==> src/rtl/rv_pkg.sv <==
`default_nettype none
// ============================================================================
//  Module      : rv_pkg
//  Description : Shared definitions for the pipeline registers, the
//                forwarding unit and the writeback/register-file stage.
//                Holds the datapath width, register-address width, the
//                rd field position and the bubble encoding.
//  Revision    : 1.0 - initial release
// ============================================================================
package rv_pkg;

  localparam int          XLEN        = 32;
  localparam int          REG_ADDR_W  = 5;
  localparam int          RD_LSB      = 7;
  localparam int          RD_MSB      = 11;
  localparam logic [31:0] BUBBLE_INST = 32'h0;

endpackage : rv_pkg
`default_nettype wire

==> src/rtl/regfile_2r1w.sv <==
`default_nettype none
// ============================================================================
//  Module      : regfile_2r1w
//  Description : Integer register file with one write port and two
//                combinational read ports. x0 is hardwired to zero. With
//                BYPASS=1 a read of the register being written this cycle
//                returns the incoming write data.
//  Ports       : clk, rst (async, active-high)
//                i_we, i_waddr, i_wdata       - write port
//                i_raddr1/2 -> o_rdata1/2     - read ports
//  Revision    : 1.0 - initial release
// ============================================================================
module regfile_2r1w
  import rv_pkg::REG_ADDR_W;
#(
  parameter int XLEN   = 32,
  parameter int NREG   = 32,
  parameter int BYPASS = 1
) (
  input  logic                  clk,
  input  logic                  rst,
  input  logic                  i_we,
  input  logic [REG_ADDR_W-1:0] i_waddr,
  input  logic [XLEN-1:0]       i_wdata,
  input  logic [REG_ADDR_W-1:0] i_raddr1,
  input  logic [REG_ADDR_W-1:0] i_raddr2,
  output logic [XLEN-1:0]       o_rdata1,
  output logic [XLEN-1:0]       o_rdata2
);

  logic [XLEN-1:0] r_regs [NREG];

  // Entry 0 is held at zero so the array never contains X; every entry
  // is cleared by reset, so unwritten registers read as zero.
  always_ff @(posedge clk or posedge rst) begin
    if (rst) begin
      for (int i = 0; i < NREG; i++) begin
        r_regs[i] <= '0;
      end
    end else begin
      r_regs[0] <= '0;
      for (int i = 1; i < NREG; i++) begin
        if (i_we && (int'(i_waddr) == i)) begin
          r_regs[i] <= i_wdata;
        end
      end
    end
  end

  function automatic logic [XLEN-1:0] f_read(input logic [REG_ADDR_W-1:0] a);
    logic [XLEN-1:0] v;
    v = '0;
    if (a == '0) begin
      v = '0;
    end else if ((BYPASS != 0) && i_we && (a == i_waddr)) begin
      v = i_wdata;
    end else if (int'(a) < NREG) begin
      v = r_regs[a];
    end
    return v;
  endfunction

  always_comb begin
    o_rdata1 = f_read(i_raddr1);
    o_rdata2 = f_read(i_raddr2);
  end

endmodule : regfile_2r1w
`default_nettype wire

==> src/rtl/wb_regfile.sv <==
`default_nettype none
// ============================================================================
//  Module      : wb_regfile
//  Description : Writeback stage. Selects load/ALU result from the MEM/WB
//                bundle, qualifies the write enable (x0 writes dropped),
//                commits into the register file and counts retired
//                (non-bubble) instructions.
//  Ports       : clk_i, rst_i (async, active-high)
//                RegWrite_i, MemtoReg_i, ALUresult_i, ReadData_i, Inst_i
//                RS1addr_i/RS2addr_i -> RS1data_o/RS2data_o (ID read ports)
//                WBdata_o, WBaddr_o, WBen_o (exported for EX forwarding)
//                instret_o (retired-instruction count)
//  Revision    : 1.0 - initial release
// ============================================================================
module wb_regfile #(
  parameter int XLEN   = rv_pkg::XLEN,
  parameter int NREG   = 32,
  parameter int CNT_W  = 64,
  parameter int BYPASS = 1
) (
  input  logic                          clk_i,
  input  logic                          rst_i,
  input  logic                          RegWrite_i,
  input  logic                          MemtoReg_i,
  input  logic [XLEN-1:0]               ALUresult_i,
  input  logic [XLEN-1:0]               ReadData_i,
  input  logic [31:0]                   Inst_i,
  input  logic [rv_pkg::REG_ADDR_W-1:0] RS1addr_i,
  input  logic [rv_pkg::REG_ADDR_W-1:0] RS2addr_i,
  output logic [XLEN-1:0]               RS1data_o,
  output logic [XLEN-1:0]               RS2data_o,
  output logic [XLEN-1:0]               WBdata_o,
  output logic [rv_pkg::REG_ADDR_W-1:0] WBaddr_o,
  output logic                          WBen_o,
  output logic [CNT_W-1:0]              instret_o
);

  import rv_pkg::*;

  logic [XLEN-1:0]       w_wbdata;
  logic [REG_ADDR_W-1:0] w_wbaddr;
  logic                  w_wben;
  logic [CNT_W-1:0]      r_instret;

  assign w_wbdata = MemtoReg_i ? ReadData_i : ALUresult_i;
  assign w_wbaddr = Inst_i[RD_MSB:RD_LSB];
  assign w_wben   = RegWrite_i && (w_wbaddr != '0);

  regfile_2r1w #(
    .XLEN   (XLEN),
    .NREG   (NREG),
    .BYPASS (BYPASS)
  ) u_regfile (
    .clk      (clk_i),
    .rst      (rst_i),
    .i_we     (w_wben),
    .i_waddr  (w_wbaddr),
    .i_wdata  (w_wbdata),
    .i_raddr1 (RS1addr_i),
    .i_raddr2 (RS2addr_i),
    .o_rdata1 (RS1data_o),
    .o_rdata2 (RS2data_o)
  );

  // Every non-bubble instruction retires here, whether or not it writes rd.
  // The counter wraps freely.
  always_ff @(posedge clk_i or posedge rst_i) begin
    if (rst_i) begin
      r_instret <= '0;
    end else if (Inst_i != BUBBLE_INST) begin
      r_instret <= r_instret + 1'b1;
    end
  end

  assign WBdata_o  = w_wbdata;
  assign WBaddr_o  = w_wbaddr;
  assign WBen_o    = w_wben;
  assign instret_o = r_instret;

endmodule : wb_regfile
`default_nettype wire

==> config.mk <==
export PLATFORM = sky130hd
export DESIGN_NAME = wb_regfile
export DESIGN_NICKNAME = d
export VERILOG_FILES = /design/src/rtl/rv_pkg.sv /design/src/rtl/regfile_2r1w.sv /design/src/rtl/wb_regfile.sv
export SDC_FILE = /design/constraint.sdc
export NUM_CORES = 2
export LEC_CHECK = 0
export ABC_AREA = 1
export BUFFER_PORTS_ARGS = -buffer_cell sky130_fd_sc_hd__buf_2
export CAP_MARGIN = 0
export CORE_ASPECT_RATIO = 1.4
export CORE_MARGIN = 1.5
export CORE_UTILIZATION = 40
export CTS_CLUSTER_DIAMETER = 150
export DETAILED_ROUTE_END_ITERATION = 10
export PLACE_DENSITY_LB_ADDON = 0.15
export RECOVER_POWER = 25
export SETUP_SLACK_MARGIN = 0.15
export SLEW_MARGIN = 20
export SYNTH_ARGS = -nofsm -noshare
export SYNTH_HDL_FRONTEND = slang
export SYNTH_SLANG_ARGS = --single-unit
==> constraint.sdc <==
create_clock -name clk_i -period 37.9 [get_ports clk_i]
set_input_delay 1.895 -clock clk_i [delete_from_list [all_inputs] [get_ports clk_i]]
set_output_delay 1.895 -clock clk_i [all_outputs]
set_load 0.01 [all_outputs]
==> impl_metrics.ini <==
[clocking]
cts.repair.resized = 0
clk_latency_ns = 0.77
cts_root_buf = clkbuf_16
htree_levels = 3
cts-hold-fix-buffers = 0
cts_tree = built
path_clk_slew_ns = 0.06
cts.path.max_buffers = 3
clkSinkCount = 1056
post_cts_buffers = 0
cts_inserted_buffers = 114

[global_routing]
grt_start_max_net_pins = 185
grt_overflow = 0
grt_use_met3 = 0.05644
track_usage = 0.3269
grt-busiest-layer = met2
antenna_found_initial = 6
use_met2 = 0.5378
grt_pass1_wl_mm = 392.5
grt_util_met1 = 0.4010
grt_pass1_vias = 62040

[logic_synthesis]
synth_nets = 9666
yosysWarnings = 0
synth_top_family_by_area = simple AND/OR/NAND/NOR gates
yosys.area.top_type = dfrtp_1
yosys-top-cells-area = dfrtp_1, nand2_1, nand3_1, o21ai_0, inv_1
synth_seq_cells = 1056
synth-xor-area-share = 0.005724
synthAdderAreaFrac = 0.0001995
synthSimpleGateAreaFrac = 0.3802
synthCells = 9555
synth.distinct_cells = 29
yosys.area.top_type_share = 0.4212
synthMuxAreaShare = 0
synth_compound_area_frac = 0.08002
avgSynthCellArea_sq_um = 6.565
synth_area_sq_mm = 0.06273
yosysSeqAreaShare = 0.4212

[sta]
fmax_ghz = 0.1055
period_minus_slack_ns = 9.480
worstMarginPinSlew_ns = 5.530
drv_slew = 436
fin_worst_skew_ns = 0.02249
relSlewSlack = -2.686
tns_ns = 0
finalHoldViolCount = 0
rsz0062_at_grt = no
setup_viol = 0
finalCritPeriodShare = 0.2501

[cells_and_area]
drive_gt1_frac = 0.05979
area_growth_pct = 9.939
post-route-util = 0.4440
multiInputGateArea_sq_mm = 0.02952
mostFrequentLayoutCell = nand2_1
layout.nets = 9432
final.fill_count = 16340
seq_area_sq_mm = 0.02643
mostFrequentLayoutCells = nand2_1, nand3_1, inv_1, dfrtp_1, o21ai_0

[die]
io_pins = 276
die_height_um = 471.6
core-area_sq_mm = 0.1553
start_util = 0.4039
die_w_um = 337.7
num_rows = 171
die_area_sq_mm = 0.1592

[worst_setup_path]
worstSetupPathType = in2async
required_ns = 38.72
cp_max_fo = 116
end_kind = asynchronous set/reset pin
arrival_ns = 10.30
crit_path_start_kind = input port

[power_and_ir_drop]
power_density_mw_per_mm2 = 49.75
ir_worst_vdd_mv = 0.03317
p_leak_nw = 34.26

[route]
drt-pass1-iter-count = 8
avgRoutedWirePerCell_um = 22.96
num_vias = 65100
drc = 0
drtIter0Drc = 6944
postRouteAntennaNets = 0
finalWirelength_mm = 264.0
vias_per_cell = 5.662

[outcome]
outcome = complete, but fails checks
violations = max-capacitance violations, max-slew violations

[place]
hpwl_mm = 147.6
port_buffers = 275
place_congestion = 0.8841

[hold_path]
min_path_type = reg2reg

[flow_run]
drv_cap = 8
==> area by class of cell <==
class                   count  area share
clock buffers             162     0.04733
clock inverters            49    0.009888
inverters                1109     0.06107
well taps                2076     0.03766
repair buffers            391     0.03262
flip-flops and latches   1056      0.3832
diodes                      6   0.0002177
multi-input cells        6649      0.4280
==> routing by layer <==
layer	routed length [um]	up-vias
met5	0	-
met3	24970	838
met1	100800	30920
li1	-	29730
met2	122600	3607
met4	15610	0
==> kinds of logic (layout without fill, tap and decap cells) <==
kind of cell,after synthesis,after routing
XOR/XNOR,41,41
flip-flops,1056,1056
AO/OA/AOI/OAI,1003,1003
buffers and inverters,1850,1711
AND/OR/NAND/NOR,5604,5604
adder cells (fa/ha/maj),1,1
other,0,6
==> stage by stage <==
stage	hold WS (ns)	cells	cell area (sq um)	power (mW)	setup WS, ns
after floorplan	0.4530	9555	62730	2.005	6.281
after global placement	0.4649	11280	65140	2.207	30.33
after detailed placement	0.4723	11280	65140	2.226	30.26
after CTS	0.4866	11490	69090	3.436	30.26
after global routing	0.5013	11500	68960	3.616	26.92
final	0.4815	11500	68970	3.431	28.42
==> cell usage after synthesis, drive strengths merged <==
master and number:
nor4 3, nand2 3362, nor3b 2, o21ai 999, nor3 18, and2 1, clkinv 3, xor2 31
clkbuf 584, inv 1106, buf 157, nor2 145, nand4 26, ha 1, dfrtp 1056, a21oi 4
nand3b 6, nand3 2041, xnor2 10
==> final timing paths <==
path                                                   start                                end  slack, ns  cells past startpoint
hold reg to reg            u_regfile.r_regs[596]$_DFFE_PP0P_  u_regfile.r_regs[596]$_DFFE_PP0P_       0.48                      2
hold / removal             u_regfile.r_regs[596]$_DFFE_PP0P_  u_regfile.r_regs[596]$_DFFE_PP0P_       0.48                      2
setup reg to reg                    instret_o[0]$_DFFE_PP0P_          instret_o[55]$_DFFE_PP0P_      35.27                      9
min in group asynchronous                              rst_i  u_regfile.r_regs[883]$_DFFE_PP0P_       2.78                      2
setup / recovery                                       rst_i   u_regfile.r_regs[35]$_DFFE_PP0P_      28.42                      6
max in group clk_i                                MemtoReg_i                      RS1data_o[30]      29.30                      9
==> critical path, stage by stage <==
cell and delay, ns:
buf_2 0.10, clkinvlp_2 2.97, clkbuf_1 2.48, buf_4 0.99, buf_4 0.77, buf_4 0.72
==> where the power goes <==
group / internal, mW / total (mW) / switching, mW
combinational: 0.244 / 0.785 / 0.541
clock: 0.706 / 1.21 / 0.506
sequential: 1.34 / 1.43 / 0.0963
==> registers in the layout, summed over array words and instances (netlist names) <==
register / flops
instret_o: 64
u_regfile.r_regs: 992
Power figures use the tool's default switching activity.
